===== config.mk =====
export PLATFORM = sky130hd
export DESIGN_NAME = ex_mem
export DESIGN_NICKNAME = d
export VERILOG_FILES = /design/src/rtl/ex_mem_pkg.sv /design/src/rtl/ex_mem_pipe_skid_buf.sv /design/src/rtl/ex_mem.sv
export SDC_FILE = /design/constraint.sdc
export NUM_CORES = 1
export LEC_CHECK = 0
export CAP_MARGIN = 10
export CORE_ASPECT_RATIO = 1.5
export CORE_MARGIN = 5
export CORE_UTILIZATION = 30
export DETAILED_ROUTE_END_ITERATION = 6
export PLACE_DENSITY = 0.53
export SYNTH_ARGS = -nofsm -noshare
export SYNTH_HDL_FRONTEND = slang
export SYNTH_SLANG_ARGS = --single-unit

===== constraint.sdc =====
create_clock -name clk_i -period 2.6 [get_ports clk_i]
set_input_delay 0.52 -clock clk_i [delete_from_list [all_inputs] [get_ports clk_i]]
set_output_delay 0.52 -clock clk_i [all_outputs]
set_load 0.01 [all_outputs]

===== src/rtl/ex_mem_pkg.sv =====
// rtl/ex_mem_pkg.sv - shared widths, skid-buffer state encoding and payload sizing for ex_mem
package ex_mem_pkg;

    localparam int EXM_XLEN   = 32;
    localparam int EXM_PC_W   = 32;
    localparam int EXM_MASK_W = 8;
    localparam int EXM_RS_W   = 5;

    // wenReg, wenCsr, wenMem, renMem, is_load_signed
    localparam int EXM_CTRL_W = 5;

    typedef enum logic [1:0] {
        BUF_EMPTY = 2'd0,
        BUF_ONE   = 2'd1,
        BUF_FULL  = 2'd2
    } buf_state_e;

    function automatic int exm_payload_w(input int xlen, input int pc_w, input int mask_w, input int rs_w);
        return 3 * xlen + pc_w + mask_w + rs_w + EXM_CTRL_W;
    endfunction

endpackage


===== src/rtl/ex_mem_pipe_skid_buf.sv =====
// rtl/ex_mem_pipe_skid_buf.sv - generic two-entry skid buffer (main + skid) with registered ready and flush
module ex_mem_pipe_skid_buf
    import ex_mem_pkg::*;
#(
    parameter int WIDTH = 8
) (
    input  logic             clk_i,
    input  logic             rst_i,
    input  logic             flush,
    input  logic             s_tvalid,
    output logic             s_tready,
    input  logic [WIDTH-1:0] s_tdata,
    output logic             m_tvalid,
    input  logic             m_tready,
    output logic [WIDTH-1:0] m_tdata
);

    buf_state_e       state_q;
    buf_state_e       state_d;
    logic [WIDTH-1:0] main_q;
    logic [WIDTH-1:0] skid_q;
    logic             load_main;
    logic             load_skid;
    logic             main_from_skid;
    logic             xfer_in;
    logic             xfer_out;

    // Ready depends only on the state register, so there is no LSU->EXU combinational path.
    assign s_tready = (state_q != BUF_FULL);
    assign m_tvalid = (state_q != BUF_EMPTY);
    assign m_tdata  = main_q;
    assign xfer_in  = s_tvalid & s_tready;
    assign xfer_out = m_tvalid & m_tready;

    always_ff @(posedge clk_i or negedge rst_i) begin
        if (!rst_i) begin
            state_q <= BUF_EMPTY;
        end else begin
            state_q <= state_d;
        end
    end

    always_ff @(posedge clk_i or negedge rst_i) begin
        if (!rst_i) begin
            main_q <= '0;
            skid_q <= '0;
        end else begin
            if (load_main) begin
                main_q <= main_from_skid ? skid_q : s_tdata;
            end
            if (load_skid) begin
                skid_q <= s_tdata;
            end
        end
    end

    always_comb begin
        state_d        = state_q;
        load_main      = 1'b0;
        load_skid      = 1'b0;
        main_from_skid = 1'b0;
        case (state_q)
            BUF_EMPTY: begin
                if (xfer_in) begin
                    load_main = 1'b1;
                    state_d   = BUF_ONE;
                end
            end
            BUF_ONE: begin
                if (xfer_in && xfer_out) begin
                    load_main = 1'b1;
                end else if (xfer_in) begin
                    load_skid = 1'b1;
                    state_d   = BUF_FULL;
                end else if (xfer_out) begin
                    state_d   = BUF_EMPTY;
                end
            end
            BUF_FULL: begin
                // The skid entry is always older than anything still upstream.
                if (xfer_out) begin
                    load_main      = 1'b1;
                    main_from_skid = 1'b1;
                    state_d        = BUF_ONE;
                end
            end
            default: begin
                state_d = BUF_EMPTY;
            end
        endcase
        if (flush) begin
            state_d   = BUF_EMPTY;
            load_main = 1'b0;
            load_skid = 1'b0;
        end
    end

endmodule


===== src/rtl/ex_mem.sv =====
// rtl/ex_mem.sv - EX->MEM pipeline register on a skid buffer; forwarding under YSYX_23060251_EXMEM_FWD_EN
module ex_mem
    import ex_mem_pkg::*;
#(
    parameter int XLEN   = EXM_XLEN,
    parameter int PC_W   = EXM_PC_W,
    parameter int MASK_W = EXM_MASK_W,
    parameter int RS_W   = EXM_RS_W
) (
    input  logic              clk_i,
    input  logic              rst_i,
    input  logic              e_valid_i,
    output logic              E_ready_o,
    input  logic [XLEN-1:0]   e_alu_result_i,
    input  logic [XLEN-1:0]   e_src2_i,
    input  logic [RS_W-1:0]   e_rd_i,
    input  logic              e_wenReg_i,
    input  logic              e_wenCsr_i,
    input  logic [XLEN-1:0]   e_csr_data_i,
    input  logic              e_wenMem_i,
    input  logic              e_renMem_i,
    input  logic              e_is_load_signed_i,
    input  logic [MASK_W-1:0] e_mask_i,
    input  logic [PC_W-1:0]   e_pc_i,
    input  logic              flush_i,
    output logic [XLEN-1:0]   m_alu_result_o,
    output logic [XLEN-1:0]   m_src2_o,
    output logic [RS_W-1:0]   m_rd_o,
    output logic              m_wenReg_o,
    output logic              m_wenCsr_o,
    output logic [XLEN-1:0]   m_csr_data_o,
    output logic              m_wenMem_o,
    output logic              m_renMem_o,
    output logic              m_is_load_signed_o,
    output logic [MASK_W-1:0] m_mask_o,
    output logic [PC_W-1:0]   m_pc_o,
    output logic              M_valid_o,
    input  logic              m_ready_i,
    output logic              fwd_valid_o,
    output logic [RS_W-1:0]   fwd_rd_o,
    output logic [XLEN-1:0]   fwd_data_o
);

    localparam int PAY_W = exm_payload_w(XLEN, PC_W, MASK_W, RS_W);

    logic [PAY_W-1:0] in_pay;
    logic [PAY_W-1:0] out_pay;

    assign in_pay = {e_alu_result_i, e_src2_i, e_csr_data_i, e_pc_i, e_mask_i, e_rd_i,
                     e_wenReg_i, e_wenCsr_i, e_wenMem_i, e_renMem_i, e_is_load_signed_i};

    assign {m_alu_result_o, m_src2_o, m_csr_data_o, m_pc_o, m_mask_o, m_rd_o,
            m_wenReg_o, m_wenCsr_o, m_wenMem_o, m_renMem_o, m_is_load_signed_o} = out_pay;

    ex_mem_pipe_skid_buf #(
        .WIDTH(PAY_W)
    ) u_skid (
        .clk_i    (clk_i),
        .rst_i    (rst_i),
        .flush    (flush_i),
        .s_tvalid (e_valid_i),
        .s_tready (E_ready_o),
        .s_tdata  (in_pay),
        .m_tvalid (M_valid_o),
        .m_tready (m_ready_i),
        .m_tdata  (out_pay)
    );

`ifdef YSYX_23060251_EXMEM_FWD_EN
    // Load data is not known yet at this stage, so loads never forward.
    assign fwd_valid_o = M_valid_o & m_wenReg_o & (m_rd_o != '0) & ~m_renMem_o;
    assign fwd_rd_o    = m_rd_o;
    assign fwd_data_o  = m_alu_result_o;
`else
    assign fwd_valid_o = 1'b0;
    assign fwd_rd_o    = '0;
    assign fwd_data_o  = '0;
`endif

    illegal_mem_op: assert property (@(posedge clk_i) disable iff (!rst_i)
        e_valid_i |-> !(e_wenMem_i && e_renMem_i));

endmodule

Word-level counts from Yosys, hierarchy flattened
Index checks and enable logic that the tools add are counted.
Widths: inputs -> output; s select.
{ "word_totals": {"rom_bits": 0, "ram_bits": 0, "memories": 0, "out_inout_bits": 186, "latchBits": 0, "ff_bits": 294, "word_cells": 33} }
{ "classes": {"eq_ne": 7, "order_cmp": 0, "addsub": 0, "muxes": 17, "shifts": 0, "n_div": 0, "n_mul": 0, "bitwise": 2, "n_reduce_logical": 4} }
{ "ops": {"columns": ["op", "count"], "rows": [
  ["$mux 146", 1],
  ["$mux 2", 6],
  ["$mux 1", 8],
  ["$ne 3x2->1 const B", 2],
  ["$pmux 2 s3", 1],
  ["$ne 4x2->1 const B", 1],
  ["$reduce_and 4->1", 1],
  ["$ne 3x3->1 const B", 1],
  ["$pmux 1 s3", 1],
  ["$and 1x1->1", 2],
  ["$eq 2x1->1 const B", 1],
  ["$eq 2x2->1 const B", 1],
  ["$logic_not 2->1", 1],
  ["$ne 2x2->1 const B", 1],
  ["$reduce_bool 2->1", 1],
  ["$logic_and 1x1->1", 1]
]} }

Logic depth before layout (Yosys ltp)
Gate-level depths: netlist (run 1).
{ "logic_depth": {"ltp_word": 7, "depth_mapped": 6, "depth_no_buf": 4} }

Hierarchy
A second synthesis (run 1) with hierarchy kept.
{ "unflattened": {"cells_unflattened": 835, "area_unflattened_um2": 13858.3} }
{ "modules_own_cells": {"columns": ["module", "area_each_um2", "cells_per_inst", "instances", "seq_area_each_um2"], "rows": [
  ["ex_mem_pipe_skid_buf", 13569.3, 796, 1, 7357.1],
  ["ex_mem", 289.0, 39, 1, 0.0]
]} }

Worst setup path before layout (run 1)
Ideal clock, no wire load.
{ "synth_timing": {"path_kind": "input -> register", "start": "in e_valid_i", "end": "reg u_skid.main_q[100] (netlist: u_skid.m_tdata[100])", "arrival_time_ns": 1.674, "cell_stages": 6, "setup_ns": 0.125, "path_slack_ns": 0.801, "path_buffers": 2, "cell_sequence": "nor2b_1 > o21ai_1 > a21oi_1 > buf_4 > buf_6 > mux2_4"} }
{ "synth_via": {"elab_chain_len": 5} }
{ "synth_lines": {"columns": ["element", "line_no", "text"], "rows": [
  ["start, declared", "ex_mem.sv:12", "input logic e_valid_i,"],
  ["$and 1x1->1 *", "ex_mem_pipe_skid_buf.sv:32", "assign xfer_in = s_tvalid & s_tready;"],
  ["$logic_and 1x1->1", "ex_mem_pipe_skid_buf.sv:70", "if (xfer_in && xfer_out) begin"],
  ["$mux 1", "ex_mem_pipe_skid_buf.sv:70", null],
  ["$pmux 1 s3 *", "ex_mem_pipe_skid_buf.sv:62", "case (state_q)"],
  ["$mux 1 *", "ex_mem_pipe_skid_buf.sv:91", "if (flush) begin"],
  ["end signal, assigned", "ex_mem_pipe_skid_buf.sv:49", "main_q <= main_from_skid ? skid_q : s_tdata;"],
  ["end, declared", "ex_mem_pipe_skid_buf.sv:20", "logic [WIDTH-1:0] main_q;"]
]} }
Every way passes the cells marked *; elsewhere a longest branch is shown, timed or not.
A chain may end at the register's enable or synchronous reset.

Worst setup path in the final report (run 1)
{ "layout_timing": {"start": "reg u_skid.state_q[0]", "end": "out M_valid_o"} }
{ "layout_via": {"elab_chain_len": 1} }
{ "layout_lines": {"columns": ["element", "line_no", "text"], "rows": [
  ["start, declared", "ex_mem_pipe_skid_buf.sv:18", "buf_state_e state_q;"],
  ["start signal, assigned", "ex_mem_pipe_skid_buf.sv:39", "state_q <= state_d;"],
  ["$reduce_bool 2->1", "ex_mem_pipe_skid_buf.sv:30", "assign m_tvalid = (state_q != BUF_EMPTY);"],
  ["end, declared", "ex_mem.sv:37", "output logic M_valid_o,"]
]} }
Every way passes these cells.

==> results of run 1 <==
-- synthesized netlist by cell type --
cell,count,area (um2)
conb_1,1,3.75
nor2b_4,1,13.8
nor3_1,1,5.00
mux2_4,200,3000
inv_1,1,3.75
nand3_1,1,5.00
buf_4,40,300
a21oi_1,2,10.0
nand2b_1,1,6.26
buf_2,15,75.1
nor2_1,3,11.3
buf_6,30,338
dfrtp_1,294,7360
o21a_1,1,7.51
mux2_2,238,2680
or2_2,1,6.26
o21ai_1,1,5.00
nor2b_1,1,6.26
clkbuf_1,1,3.75
mux2i_1,1,10.0
nand2_2,1,6.26
-- cells by family (layout without fill, tap and decap cells) --
family          Yosys count  after routing  synth area share
flops                   294            294             0.531
other cells               1             44          0.000271
buf+inv                  87            409            0.0520
simple gates             10             10           0.00433
mux                     439            439             0.411
compound gates            4              4           0.00163
-- final cells by class --
type                            count  share of cell area
Inverter                            1            0.000199
Multi-Input combinational cell    491               0.315
Antenna cell                        6            0.000794
Sequential cell                   294               0.389
Clock inverter                     14             0.00940
Tap cell                          588              0.0389
Clock buffer                       42              0.0469
Timing Repair Buffer              352               0.199
-- power breakdown --
part	switching [W]	internal, W
Sequential	0.000595	0.00569
Clock	0.00186	0.00277
Combinational	0.00113	0.00227
Total	0.00358	0.0107
-- metrics by stage --
stage          hold WS [ns]  instance area, um2   util  total power [W]
6_report              0.466               18900  0.413           0.0143
5_1_grt               0.488               18900  0.413           0.0151
2_1_floorplan         0.224               14000      -          0.00805
4_1_cts               0.448               18900  0.413           0.0146
3_3_place_gp          0.469               17800  0.389          0.00974
3_5_place_dp          0.467               17800  0.389          0.00983
-- worst min path at each step --
stage,from,end,slack [ns],cells after the start
final,rst_i,u_skid.m_tdata[139]$_DFFE_PN0P_,0.47,2
after global routing,rst_i,u_skid.m_tdata[139]$_DFFE_PN0P_,0.49,2
after CTS,rst_i,u_skid.m_tdata[139]$_DFFE_PN0P_,0.45,2
after detailed placement,rst_i,u_skid.m_tdata[139]$_DFFE_PN0P_,0.47,1
after global placement,rst_i,u_skid.m_tdata[139]$_DFFE_PN0P_,0.47,1
after floorplan,rst_i,u_skid.m_tdata[0]$_DFFE_PN0P_,0.22,0
-- state kept, by name, indices dropped and copies added, names as in the netlist --
signal and cells:
u_skid.skid_q 146, u_skid.m_tdata 146, u_skid.state_q 2
-- routing by layer --
metal / wire length, um / up-vias / share of wire
met4: 839 / 0 / 0.025
met3: 1890 / 46 / 0.056
met2: 17600 / 199 / 0.52
li1: - / 3580 / -
met5: 0 / - / 0
met1: 13300 / 4021 / 0.40
-- timing repair --
item	4_1_cts	5_1_grt
hold buffers	1	0
hold endpoints to repair	47	0
setup endpoints to repair	0	0
==> flow_metrics.py, run 1 <==
metrics = {
    "placement": {
        "portBuffers": 298,
        "pre_cts_slack_ns": 0.0923,
        "post-place-cells": 1725,
        "dp_hpwl_um": 24400,
        "place.gp.congestion": 0.726,
    },
    "worst_setup_path": {
        "cp_num_cells": 2,
        "cp-end-kind": "primary output",
        "cp_max_fo": 6,
        "path_buf_inv": 1,
        "path_class": "flip-flop to primary output",
        "cpLargestDelayFamily": "flip-flops",
        "reg2reg_slack_ns": 0.58,
        "cp_slowest_cell": "dfrtp_1",
        "path_cells": "or2_2 -> clkdlybuf4s50_1",
        "critical_path_arrival_ns": 1.86,
        "crit_end": "M_valid_o",
        "startpoint": "u_skid.state_q[0]$_DFFE_PN0P_",
        "reg2reg_depth": 6,
        "cp.required_ns": 2.08,
        "reg2reg_to": "u_skid.m_tdata[61]$_DFFE_PN0P_",
        "critical_path.max_stage_delay_ns": 0.49,
        "r2r-start": "u_skid.state_q[0]$_DFFE_PN0P_",
        "critPathLaunchType": "flip-flop",
    },
    "sta": {
        "finalSetupViolCount": 0,
        "fin_crit_ns": 2.38,
        "fin_crit_sh": 0.915,
        "grt_setup_unrepaired": "false",
        "hold_viol_final": 0,
        "fin_skew_ns": 0.00898,
        "fin_tns_setup_ns": 0,
        "max_freq_mhz": 420,
        "final_max_slew_viol_count": 0,
        "setup_ws_ns": 0.222,
    },
    "layout": {
        "nets": 1322,
        "nFillCells": 4210,
        "drive_above_1_share": 0.460,
        "syn_to_final_growth_pct": 36.4,
        "post_layout_nonfiller_instances": 1788,
        "regArea_mm2": 0.00736,
        "final_common_cell": "clkdlybuf4s50_1",
        "multi_input_area_mm2": 0.00596,
        "layout_common_cells": "clkdlybuf4s50_1, dfrtp_1, mux2_2, mux2_4, conb_1",
    },
    "global_route": {
        "grt_use_met3": 0.0277,
        "use_met2": 0.230,
        "busiest_layer": "met2",
        "grt_max_degree": 77,
        "gr-usage-all-layers": 0.130,
        "grt_antenna_before_repair": 6,
        "grt_pass1_wl_um": 51900,
        "use_met1": 0.156,
        "grt_overflow": 0,
        "grt_pass1_vias": 8796,
    },
    "clock_network": {
        "clock_tree.buffer_depth": 3,
        "cts_setup_buffers": 0,
        "htreeDepth": 1,
        "post_cts_resized": 0,
        "clk_latency_ns": 0.56,
        "cts_inserted_buffers": 31,
        "clock-root-buffer": "clkbuf_16",
        "clkSinkCount": 294,
        "cts_tree": "done",
        "clk_pin_slew_ns": 0.06,
    },
    "flow_run": {
        "maxCapViolCount": 0,
    },
    "die": {
        "coreArea_mm2": 0.0458,
        "io_pins": 337,
        "dieHeight_um": 273,
        "die_w_um": 185,
        "die_area_mm2": 0.0507,
        "initial_utilization": 0.303,
        "row_count": 96,
    },
    "synth": {
        "synth_seq_area_share": 0.531,
        "synth_cells": 835,
        "ys_warn_count": 0,
        "ys_ff_latch": 294,
        "synth_cell_type_count": 21,
        "synth.avg_cell_area_um2": 16.6,
        "synthesis.area_mm2": 0.0139,
    },
    "pwr": {
        "p_leak_nw": 8.55,
        "peakVddDrop_mv": 0.570,
        "power_density_mw_per_mm2": 757,
    },
    "drt": {
        "num_vias": 7846,
        "postRouteAntennaNets": 0,
        "wirelength_um": 33600,
        "wl_per_cell_um": 18.8,
        "viasPerCell": 4.39,
        "drc_errors": 0,
        "first_pass_iters": 4,
        "drtIter0Drc": 234,
    },
    "status": {
        "outcome": "finished clean",
    },
    "min_path": {
        "hold_class": "input pin to async pin",
    },
}
(Power assumes the default switching activity.)
==> run 2, diff against run 1 <==
--- a/config.mk
+++ b/config.mk
@@ -10,7 +10,7 @@
 export CORE_MARGIN = 5
 export CORE_UTILIZATION = 30
 export DETAILED_ROUTE_END_ITERATION = 6
-export PLACE_DENSITY = 0.53
+export PLACE_DENSITY = 0.55
 export SYNTH_ARGS = -nofsm -noshare
 export SYNTH_HDL_FRONTEND = slang
 export SYNTH_SLANG_ARGS = --single-unit
==> constraint.sdc (replaced) <==
create_clock -name clk_i -period 1.98 [get_ports clk_i]
set_input_delay 0.396 -clock clk_i [delete_from_list [all_inputs] [get_ports clk_i]]
set_output_delay 0.396 -clock clk_i [all_outputs]
set_load 0.01 [all_outputs]
==> run 2 against run 1 <==
First-iteration DRC count is 12% lower. Final area rose by 0.66%. Worst hold slack lost 0.083 ns. Sequential power rose by 32%. Core utilization grew 0.27 points. Die area stayed put. Global-route usage up 0.12 points. Combinational power increased by 32%. Routed wire length rose by 2.3%. Via count up 0.55%. Clock skew up 0.011 ns. Sequential cell count did not move. Critical path type is now flip-flop to flip-flop. Critical endpoint is now u_skid.m_tdata[33]$_DFFE_PN0P_.
==> flow_metrics.py, run 2 (synthesized netlist as in run 1, its figures left out) <==
metrics = {
    "sta": {
        "finalSetupViolCount": 0,
        "hold_viol_final": 0,
        "final_max_slew_viol_count": 0,
        "max_freq_mhz": 516,
        "fin_skew_ns": 0.0202,
        "fin_tns_setup_ns": 0,
        "fin_crit_sh": 0.980,
        "fin_crit_ns": 1.94,
    },
    "drt": {
        "postRouteAntennaNets": 0,
        "wirelength_um": 34400,
        "viasPerCell": 4.38,
        "drtIter0Drc": 205,
        "wl_per_cell_um": 19.1,
        "drc_errors": 0,
        "num_vias": 7889,
        "first_pass_iters": 3,
    },
    "placement": {
        "portBuffers": 298,
        "place.gp.congestion": 0.722,
        "dp_hpwl_um": 24900,
        "postPlaceCellArea_mm2": 0.0179,
    },
    "layout": {
        "drive_above_1_share": 0.465,
        "final_common_cell": "clkdlybuf4s50_1",
        "nets": 1340,
        "multi_input_area_mm2": 0.00596,
        "final_cell_area_mm2": 0.0190,
        "regArea_mm2": 0.00736,
        "syn_to_final_growth_pct": 37.3,
        "final_util": 0.416,
        "nFillCells": 4214,
        "layout_common_cells": "clkdlybuf4s50_1, dfrtp_1, mux2_2, mux2_4, buf_4",
    },
    "die": {
        "coreArea_mm2": 0.0458,
        "die_w_um": 185,
        "io_pins": 337,
        "die_area_mm2": 0.0507,
        "initial_utilization": 0.303,
        "dieHeight_um": 273,
        "row_count": 96,
    },
    "clock_network": {
        "cts_inserted_buffers": 34,
        "clk_latency_ns": 0.51,
        "clock-root-buffer": "clkbuf_16",
        "clock_tree.buffer_depth": 3,
        "clkSinkCount": 294,
        "htreeDepth": 2,
        "cts_tree": "done",
        "clk_pin_slew_ns": 0.06,
    },
    "worst_setup_path": {
        "cp.required_ns": 2.36,
        "critical_path_arrival_ns": 2.32,
        "critPathLaunchType": "flip-flop",
        "cp_max_fo": 17,
        "path_class": "flip-flop to flip-flop",
        "reg2reg_depth": 8,
        "cp-end-kind": "flip-flop",
    },
    "pwr": {
        "peakVddDrop_mv": 0.575,
        "finalPower_w": 0.0189,
        "p_leak_nw": 8.63,
        "power_density_mw_per_mm2": 994,
    },
    "global_route": {
        "grt_pass1_vias": 8745,
        "gr-usage-all-layers": 0.131,
        "grt_pass1_wl_um": 52300,
        "grt_antenna_before_repair": 3,
        "grt_overflow": 0,
        "grt_max_degree": 69,
    },
    "status": {
        "outcome": "finished clean",
    },
    "min_path": {
        "hold_class": "input pin to async pin",
    },
    "flow_run": {
        "maxCapViolCount": 0,
    },
}
run 2: layout make-up:
class	count	area share
flip-flops and latches	294	0.387
inverters	1	0.000197
well taps	588	0.0387
multi-input cells	491	0.313
clock inverters	7	0.00349
clock buffers	52	0.0536
repair buffers	367	0.204
diodes	3	0.000395
run 2: worst max-delay path, stage by stage, from the launching register on:
cell and delay, ns:
dfrtp_2 0.44, nor2b_4 0.13, buf_6 0.14, o21ai_2 0.09
a21oi_4 0.19, buf_4 0.14, buf_12 0.14, buf_16 0.19
mux2_4 0.31
run 2: through the flow:
stage / hold WS, ns / std cells / setup slack [ns]
3_3_place_gp: 0.343 / 1735 / -0.323
4_1_cts: 0.375 / 1796 / 0.0121
5_1_grt: 0.402 / 1803 / -0.0250
6_report: 0.383 / 1803 / 0.0403
2_1_floorplan: 0.100 / 872 / 0.305
3_5_place_dp: 0.339 / 1735 / -0.327
run 2: timing repair:
item,CTS,global route
hold buffers,1,0
buffers inserted,1,3
gates cloned,0,1
endpoints found under the setup margin,2,53
pin swaps,0,1
endpoints found under the hold margin,30,0
resized for setup,4,4
run 2: metal layers:
| layer | routed length [um] | vias to the layer above | track usage |
|---|---|---|---|
| li1 | - | 3596 | - |
| met1 | 13100 | 4048 | 0.150 |
| met2 | 18400 | 198 | 0.240 |
| met3 | 1990 | 47 | 0.0295 |
| met4 | 864 | 0 | 0.0421 |
| met5 | 0 | - | 0 |
run 2: worst paths after layout:
| check | from | to | slack, ns |
|---|---|---|---|
| max in group asynchronous | rst_i | u_skid.m_tdata[60]$_DFFE_PN0P_ | 0.85 |
| max reg2reg | u_skid.state_q[0]$_DFFE_PN0P_ | u_skid.m_tdata[33]$_DFFE_PN0P_ | 0.04 |
| min in group clk_i | u_skid.skid_q[144]$_DFFE_PN0P_ | u_skid.skid_q[144]$_DFFE_PN0P_ | 0.50 |
| max | u_skid.state_q[0]$_DFFE_PN0P_ | u_skid.m_tdata[33]$_DFFE_PN0P_ | 0.04 |
| min reg2reg | u_skid.skid_q[144]$_DFFE_PN0P_ | u_skid.skid_q[144]$_DFFE_PN0P_ | 0.50 |
| min | rst_i | u_skid.skid_q[128]$_DFFE_PN0P_ | 0.38 |
run 2: where the power goes:
group | internal (W) | switching, W
clock | 0.00368 | 0.00248
sequential | 0.00747 | 0.000797
combinational | 0.00301 | 0.00148
